### src/rtl/acc_pkg.sv
// acc_pkg: shared types for the accelerator FPU sharing logic.
// Rev 1.0
`default_nettype none

package acc_pkg;

  localparam int NUM_SRC = 2;

  typedef enum logic [0:0] {
    SRC_CPU = 1'b0,
    SRC_PIV = 1'b1
  } acc_src_e;

  typedef struct packed {
    logic [31:0] a;
    logic [31:0] b;
    logic [31:0] c;
    logic [3:0]  op;
    logic [3:0]  tag;
  } fpu_req_t;

  typedef struct packed {
    logic [31:0] result;
    logic [3:0]  tag;
    logic [4:0]  status;
  } fpu_resp_t;

endpackage

`default_nettype wire

### src/rtl/acc_src_fifo.sv
// acc_src_fifo: in-order FIFO of issuing sources, depth DEPTH (power of two).
// Rev 1.0
`default_nettype none

module acc_src_fifo
  import acc_pkg::*;
#(
  parameter int DEPTH = 4,
  parameter int CNT_W = $clog2(DEPTH) + 1
) (
  input  logic             clk_i,
  input  logic             rst_ni,
  input  logic             push,
  input  acc_src_e         wdata,
  input  logic             pop,
  output acc_src_e         rdata,
  output logic [CNT_W-1:0] count
);

  localparam int PTR_W = $clog2(DEPTH);

  acc_src_e         mem [DEPTH];
  logic [PTR_W-1:0] wptr;
  logic [PTR_W-1:0] rptr;

  // Pointers wrap naturally; full/empty come from count in the parent.
  always_ff @(posedge clk_i or posedge rst_ni) begin
    if (rst_ni) begin
      wptr  <= '0;
      rptr  <= '0;
      count <= '0;
    end else begin
      if (push) wptr <= wptr + PTR_W'(1);
      if (pop)  rptr <= rptr + PTR_W'(1);
      case ({push, pop})
        2'b10:   count <= count + CNT_W'(1);
        2'b01:   count <= count - CNT_W'(1);
        default: count <= count;
      endcase
    end
  end

  always_ff @(posedge clk_i) begin
    if (push) mem[wptr] <= wdata;
  end

  assign rdata = mem[rptr];

endmodule

`default_nettype wire

### src/rtl/acc_fpu_arb.sv
// acc_fpu_arb: round-robin sharing of one FPU between CPU and pivot sequencer,
// with in-order result routing. Rev 1.0
`default_nettype none

module acc_fpu_arb
  import acc_pkg::*;
#(
  parameter int MAX_INFLIGHT = 4,
  parameter int CNT_W        = $clog2(MAX_INFLIGHT) + 1
) (
  input  logic                     clk_i,
  input  logic                     rst_ni,
  input  logic [NUM_SRC-1:0]       src_req_valid_i,
  output logic [NUM_SRC-1:0]       src_req_ready_o,
  input  fpu_req_t [NUM_SRC-1:0]   src_req_i,
  output logic                     fpu_in_valid_o,
  input  logic                     fpu_in_ready_i,
  output fpu_req_t                 fpu_req_o,
  input  logic                     fpu_out_valid_i,
  output logic                     fpu_out_ready_o,
  input  fpu_resp_t                fpu_resp_i,
  output logic [NUM_SRC-1:0]       src_resp_valid_o,
  input  logic [NUM_SRC-1:0]       src_resp_ready_i,
  output fpu_resp_t                src_resp_o,
  output logic [CNT_W-1:0]         inflight_o,
  output logic                     busy_o,
  output logic                     err_o
);

  localparam logic [0:0] ST_IDLE   = 1'b0;
  localparam logic [0:0] ST_LOCKED = 1'b1;

  logic [0:0]       state;
  acc_src_e         rr_prio;
  acc_src_e         lock_src;
  acc_src_e         grant;
  acc_src_e         head;
  logic [CNT_W-1:0] count;
  logic             run;
  logic             full;
  logic             empty;
  logic             req_valid;
  logic             fire;
  logic             pop;

  // rst_ni is active-high; every combinational output is held at 0 during reset.
  assign run   = ~rst_ni;
  assign full  = (count == CNT_W'(MAX_INFLIGHT));
  assign empty = (count == '0);

  always_comb begin
    grant = rr_prio;
    if (state == ST_LOCKED)            grant = lock_src;
    else if (src_req_valid_i == 2'b01) grant = SRC_CPU;
    else if (src_req_valid_i == 2'b10) grant = SRC_PIV;
  end

  assign req_valid      = run && !full && src_req_valid_i[grant];
  assign fire           = req_valid && fpu_in_ready_i;
  assign fpu_in_valid_o = req_valid;
  assign fpu_req_o      = run ? src_req_i[grant] : '0;

  always_comb begin
    src_req_ready_o = '0;
    if (fire) src_req_ready_o[grant] = 1'b1;
  end

  always_ff @(posedge clk_i or posedge rst_ni) begin
    if (rst_ni) begin
      state    <= ST_IDLE;
      lock_src <= SRC_CPU;
      rr_prio  <= SRC_CPU;
      err_o    <= 1'b0;
    end else begin
      case (state)
        ST_IDLE: begin
          if (req_valid && !fpu_in_ready_i) begin
            state    <= ST_LOCKED;
            lock_src <= grant;
          end
        end
        ST_LOCKED: if (fire) state <= ST_IDLE;
        default:   state <= ST_IDLE;
      endcase
      if (fire) rr_prio <= (grant == SRC_CPU) ? SRC_PIV : SRC_CPU;
      if (fpu_out_valid_i && empty) err_o <= 1'b1;
    end
  end

  // Results with no recorded issuer are accepted and dropped.
  always_comb begin
    src_resp_valid_o = '0;
    fpu_out_ready_o  = 1'b0;
    if (run) begin
      if (empty) begin
        fpu_out_ready_o = fpu_out_valid_i;
      end else begin
        src_resp_valid_o[head] = fpu_out_valid_i;
        fpu_out_ready_o        = src_resp_ready_i[head];
      end
    end
  end

  assign pop        = fpu_out_valid_i && fpu_out_ready_o && !empty;
  assign src_resp_o = run ? fpu_resp_i : '0;
  assign inflight_o = count;
  assign busy_o     = run && ((count != '0) || (|src_req_valid_i));

  acc_src_fifo #(
    .DEPTH (MAX_INFLIGHT),
    .CNT_W (CNT_W)
  ) u_src_fifo (
    .clk_i  (clk_i),
    .rst_ni (rst_ni),
    .push   (fire),
    .wdata  (grant),
    .pop    (pop),
    .rdata  (head),
    .count  (count)
  );

endmodule

`default_nettype wire

### config.mk
export PLATFORM = sky130hd
export DESIGN_NAME = acc_fpu_arb
export DESIGN_NICKNAME = d
export VERILOG_FILES = /design/src/rtl/acc_pkg.sv /design/src/rtl/acc_src_fifo.sv /design/src/rtl/acc_fpu_arb.sv
export SDC_FILE = /design/constraint.sdc
export NUM_CORES = 1
export LEC_CHECK = 0
export CORE_AREA = 5 5 156 158
export DETAILED_ROUTE_END_ITERATION = 10
export DIE_AREA = 0 0 161 163
export GPL_ROUTABILITY_DRIVEN = 0
export PLACE_DENSITY = 0.59
export SLEW_MARGIN = 20
export SYNTH_ARGS = -nofsm -noshare
export SYNTH_HDL_FRONTEND = slang
export SYNTH_SLANG_ARGS = --single-unit
### constraint.sdc
create_clock -name clk_i -period 2.3 [get_ports clk_i]
set_clock_uncertainty 0.1 [all_clocks]
set_input_delay 0.46 -clock clk_i [delete_from_list [all_inputs] [get_ports clk_i]]
set_output_delay 0.46 -clock clk_i [all_outputs]
set_load 0.01 [all_outputs]
== Word-level counts from Yosys, hierarchy flattened ==
Memory sizes are Yosys's and may differ from the RTL's.
Cells that the tools add are included.

* Bits in registers: 11
* Memory bits (writable): 4
* Output and inout bits: 156
* Logic and storage cells: 70
* Memories: 1

* $add $sub $neg: 4
* $lt $le $gt $ge: 4
* Eq/ne operators: 5
* Muxes and demuxes: 27
* Bitwise logic cells: 3
* Reductions and logical operators: 19

{| class="wikitable"
|+ Memories
! memory !! depth !! width !! read ports !! clocked after memory_dff !! write ports !! RTL line !! text
|-
| u_src_fifo.mem || 4 || 1 || 1 || 0 || 1 || acc_src_fifo.sv:22 || <nowiki>acc_src_e mem [DEPTH];</nowiki>
|}

{| class="wikitable"
|+ Operators by type and width
! operator !! count
|-
| 104-bit two-way mux || 3
|-
| 41-bit two-way mux || 1
|-
| 1-bit two-way mux || 16
|-
| 1-bit logical AND || 10
|-
| 2-bit two-way mux || 3
|-
| 3-bit one-hot mux with 2 select lines || 1
|-
| 2-bit by 1-bit adder with 2-bit output (second input constant) || 2
|-
| 2-bit by 1-bit equality test with 1-bit output (second input constant) || 2
|-
| 2-bit equality test (second input constant) || 2
|-
| 1-bit by 2-bit less-than comparator with 1-bit output (second input constant) || 2
|-
| 3-bit by 1-bit adder with 3-bit output (second input constant) || 1
|-
| 3-bit equality test (second input constant) || 1
|-
| 1-bit zero test || 3
|-
| 3-bit zero test || 1
|-
| 3-bit nonzero test || 1
|-
| 3-bit by 1-bit subtractor with 3-bit output (second input constant) || 1
|-
| 2-bit bitwise AND || 1
|-
| 1-bit demux with 1-bit select || 2
|-
| 1-bit greater-or-equal comparator (second input constant) || 2
|-
| 1-bit inverter || 2
|-
| 1-bit one-hot mux with 2 select lines || 1
|-
| 2-bit AND reduction || 1
|-
| 2-bit nonzero test || 1
|-
| 2-bit OR reduction || 1
|-
| 1-bit logical OR || 1
|}

== Longest topological paths before layout ==
* Depth after elaboration: 10
* Gate-level depth with buffers: 11
* Gate-level depth less buffers: 10

== Hierarchy ==
Synthesis repeated with hierarchy kept, for this count alone.

* Cell total of the unflattened synthesis: 479
* Area total of the unflattened synthesis: 3,146.8 um2

{| class="wikitable"
|+ By module, submodules not included
! module !! times used !! cells each !! area an instance (um2)
|-
| acc_fpu_arb || 1 || 438 || 2,617.5
|-
| acc_src_fifo || 1 || 41 || 529.3
|}

== Least setup slack after synthesis ==
No wires, ideal clock.

* Path type: register -> register
* Start point: register u_src_fifo.rptr[0]
* End point: register u_src_fifo.count[2]
* Setup time: 0.079 ns
* Data arrival time: 2.219 ns
* Required time: 2.121 ns
* Slack: -0.098 ns
* Cell stages (with the launch flop): 10
* Cell sequence: dfrtp_1 -> mux4_2 -> mux2_2 -> nor2b_4 -> ha_1 -> inv_1 -> fa_1 -> xor2_1 -> nor2_1 -> xor2_1

* Word-level cells in the longest chain between the ends: 9
* Elaborated cells on any way between the ends: 11
* Those cells by class: eq/ne (2); mux (5); reduce/logical (3); memory (1)

{| class="wikitable"
|+ RTL lines
! what !! RTL line !! text
|-
| start, declared || acc_src_fifo.sv:24 || <nowiki>logic [PTR_W-1:0] rptr;</nowiki>
|-
| start signal, assigned || acc_src_fifo.sv:34 || <nowiki>if (pop) rptr <= rptr + PTR_W'(1);</nowiki>
|-
| memory read 4 x 1 bit * || -- ||
|-
| 1-bit two-way mux (not written as such) * (2 in series) || acc_fpu_arb.sv:99 || <nowiki>fpu_out_ready_o = src_resp_ready_i[head];</nowiki>
|-
| 1-bit two-way mux * || acc_fpu_arb.sv:95 || <nowiki>if (empty) begin</nowiki>
|-
| 1-bit two-way mux * || acc_fpu_arb.sv:94 || <nowiki>if (run) begin</nowiki>
|-
| 1-bit logical AND * (2 in series) || acc_fpu_arb.sv:104 || <nowiki>assign pop = fpu_out_valid_i && fpu_out_ready_o && !empty;</nowiki>
|-
| named net pop || acc_fpu_arb.sv:44 || <nowiki>logic pop;</nowiki>
|-
| 2-bit by 1-bit equality test with 1-bit output / 2-bit equality test (equally long branches) || acc_src_fifo.sv:35 || <nowiki>case ({push, pop})</nowiki>
|-
| 3-bit one-hot mux with 2 select lines / 2-bit nonzero test (equally long branches) || -- ||
|-
| end signal, assigned || acc_src_fifo.sv:36 || <nowiki>2'b10: count <= count + CNT_W'(1);</nowiki>
|-
| end signal, assigned || acc_src_fifo.sv:37 || <nowiki>2'b01: count <= count - CNT_W'(1);</nowiki>
|-
| end signal, assigned || acc_src_fifo.sv:38 || <nowiki>default: count <= count;</nowiki>
|-
| end, declared || acc_src_fifo.sv:17 || <nowiki>output logic [CNT_W-1:0] count</nowiki>
|}

Mark *: on every way through the listed nets, which the timed path passes. The rest lies on a longest branch. The select of a mux whose other input is x is not followed.
A chain may end at the register's enable or synchronous reset.

==> reports/summary.txt <==
ANT cells - 0
Layout area overhead - 219.9%
register area - 397.9 um^2
Vias - 5650
largest net degree at the start of global routing - 64
count of cell types in the netlist - 39
clk slew on worst S/H paths - 0.05 ns
worst reg2reg setup slack - -0.11 ns
initial antenna violation count - 0
main combinational cell family by area after synthesis - compound AO/OA/AOI/OAI gates
Multi-input gate area - 3556 um^2
DP HPWL - 15.68 mm
simple-gate share of the synthesized area - 31.45%
crit path DAT - 1.90 ns
CTS Buf Count - 3
Final Max Tran Viols - 0
Power Density - 806.1 nW/um^2
Critical R2R Launch - u_src_fifo.rptr[0]
Rows - 56
post-DR vias/cell - 4.516
unrepaired setup endpoints after global routing - yes
xor/xnor share of the synthesized area - 1.747%
Synth Net Count - 760
crit path capture type - output port
Layout fillers - 2268
Avg WL per Cell - 19.14 um
Crit path top cell by count - buf_6
failing checks - negative setup slack
CP max FO - 8
Post-Synthesis Cells - 497
IO Port Bufs - 412
First DRT Iteration DRCs - 348
total core area - 22980 um^2
fin area - 9622 um^2
Worst Setup SP - src_req_valid_i[1]
Compound-Gate Fraction of Synth Area - 37.48%
crit-path cells - buf_6, nand2b_4, buf_6, a211o_4, buf_12, clkbuf_16, nand3_1, a21oi_1, buf_2
Top Ports - 413
max cap viols - 0
Final Hold Violating Endpoints - 0
CTS tree - done
crit path kind - input pin to output port
Tightest Pin Transition - 0.4239 ns
first-pass GRT wire length - 31.61 mm
fin nets - 1225
total gr overflow - 0
# setup viols final - 107
clk_lat worst skew - 0.25 ns
outcome - finished with violations
leakage - 3.919 nW
Period minus WS final - 2.462 ns
period utilization - 107.0%
worst setup path endpoint - fpu_req_o[5]
Post-Syn Area - 3008 um^2
Post-Syn Area per Cell - 6.052 um^2
Hold WS - 0.3684 ns
Crit Reg-Reg Endpoint - u_src_fifo.count[2]
number of detailed-route iterations in the first pass - 6
Post-DP Area - 7820 um^2
Worst VDD drop - 0.0006155 V
number of global-route vias before repair - 5592
mux share of post-synthesis cell area - 2.496%
Post-DRT Antenna Nets - 0
Achievable Freq - 406.2 MHz
sequential share of the synthesized area - 13.14%
TritonCTS Sinks - 15
worst reg2reg path depth - 9
root buf cell - clkbuf_16
layout cell share with drive strength beyond 1 - 49.01%
initial core utilization - 13.09%
Slew headroom - 71.71%
Yosys reg bits - 15
Setup crit start kind - input pin
Total Routing Usage GR - 14.65%
max incr delay on CP - 0.39 ns
die area - 26240 um^2
post-synthesis adder-cell area fraction - 2.745%
Clock Tree Buf Depth - 2
Critical Path RT - 1.74 ns
CTS H-tree depth - 1
synth warn - 0
CTS Hold Buffers Added - 0
class of the worst hold path - register to register
die width - 161 um
die height - 163 um
slowest CP cell - a211o_4
drt total wl - 23.95 mm
Final WS setup - -0.1620 ns
DRC viols - 0
## repair_timing
item	CTS	global route
endpoints found under the setup margin	113	115
pin swaps	54	129
gates cloned	10	15
gates resized for setup	615	223
setup buffers	37	14
## per-stage QoR
step	TNS (ns)	std cells	utilization [%]	setup slack, ns	total power, mW
2_1_floorplan	-0.03497	497	-	-0.03497	2.800
3_3_place_gp	-100.49	1187	34.03	-1.086	5.469
3_5_place_dp	-96.53	1187	34.03	-1.020	5.494
4_1_cts	-10.13	1238	36.90	-0.2045	6.667
5_1_grt	-15.11	1251	41.87	-0.2215	8.273
6_report	-10.69	1251	41.87	-0.1620	7.756
## cells by family (layout without fill, tap and decap cells)
| group | after synthesis | count (layout) |
|---|---|---|
| AOI/OAI and AO/OA | 219 | 219 |
| xor gates and xnor gates | 6 | 6 |
| adders and majority gates | 6 | 6 |
| buffers and inverters | 74 | 538 |
| DFF | 15 | 15 |
| muxes | 6 | 6 |
| and+or+nand+nor | 171 | 171 |
## synth_stat cells (all sizes together)
master   number  area share (%)
a21oi       108              18
nand3       104              17
o21ai       104              17
nor2b        44             9.4
buf          34             5.9
clkbuf       29             3.6
dfrtp        11             9.2
inv          11             1.4
nor2          6            0.75
ha            5             2.1
and2          4            0.83
edfxtp        4             4.0
mux2i         3             1.0
xnor2         3            0.87
xor2          3            0.87
a211oi        2            0.67
a21o          2            0.50
mux2          2            0.75
nand2         2            0.25
nand2b        2            0.42
nor3          2            0.33
nor3b         2            0.50
nor4          2            0.92
a211o         1            0.29
and2b         1            0.25
and3          1            0.21
fa            1            0.67
mux4          1            0.75
o21ba         1            0.33
o2bb2ai       1            0.29
or3b          1            0.29
## layer usage
layer / global-route usage [%] / vias up / part of all wire (%)
met4: 3.567 / 0 / 2.2
met2: 26.06 / 240 / 51
met3: 3.392 / 33 / 6.7
met1: 17.92 / 2650 / 41
met5: 0 / - / 0
li1: - / 2727 / -
## power by group
group / switching, mW / internal (mW)
clock network: 0.112 / 0.233
registers: 0.0970 / 0.393
logic: 3.47 / 3.45
## cell type report
cell class / instances / share of cell area [%]
repair buffers: 523 / 53.88
multi-input cells: 408 / 36.96
flip-flops and latches: 15 / 4.135
well taps: 290 / 3.771
clock buffers: 3 / 0.7802
inverters: 11 / 0.4291
clock inverters: 1 / 0.05202
## flip-flops by register name, indices dropped and copies added (netlist names), named ones only
signal and flops:
rr_prio 1, u_src_fifo.wptr 2, lock_src 1, u_src_fifo.rptr 2, u_src_fifo.mem 4, u_src_fifo.count 3
err_o 1
## critical path: cells and delay by family
kind | cells | cell delay, ns
AO/OA/AOI/OAI | 2 | 0.46
buffers and inverters | 5 | 0.73
AND/OR/NAND/NOR | 2 | 0.23
## worst min path at each step
| stage | startpoint | end | slack, ns | depth (start not counted) |
|---|---|---|---|---|
| global placement | err_o | err_o | 0.35 | 1 |
| finish | err_o | err_o | 0.37 | 1 |
| CTS | err_o | err_o | 0.37 | 1 |
| global route | err_o | err_o | 0.40 | 1 |
| floorplan | u_src_fifo.rptr[1] | u_src_fifo.rptr[1] | 0.35 | 1 |
| detailed placement | err_o | err_o | 0.36 | 1 |
## cell usage in the layout, fill, tap and decap left out, types with 9 or more instances in the layout
| master | synthesis | final |
|---|---|---|
| clkdlybuf4s50_1 | 0 | 297 |
| buf_2 | 8 | 104 |
| a21oi_2 | 1 | 68 |
| o21ai_2 | 0 | 63 |
| nand3_2 | 0 | 53 |
| nor2b_1 | 43 | 42 |
| buf_4 | 11 | 42 |
| a21oi_1 | 107 | 38 |
| o21ai_1 | 55 | 34 |
| buf_12 | 0 | 29 |
| nand3_4 | 0 | 26 |
| nand3_1 | 104 | 25 |
| buf_6 | 0 | 24 |
| clkbuf_16 | 0 | 12 |
| buf_8 | 0 | 10 |
| inv_1 | 10 | 9 |
| dfrtp_1 | 11 | 9 |
Power figures use the tool's default switching activity.
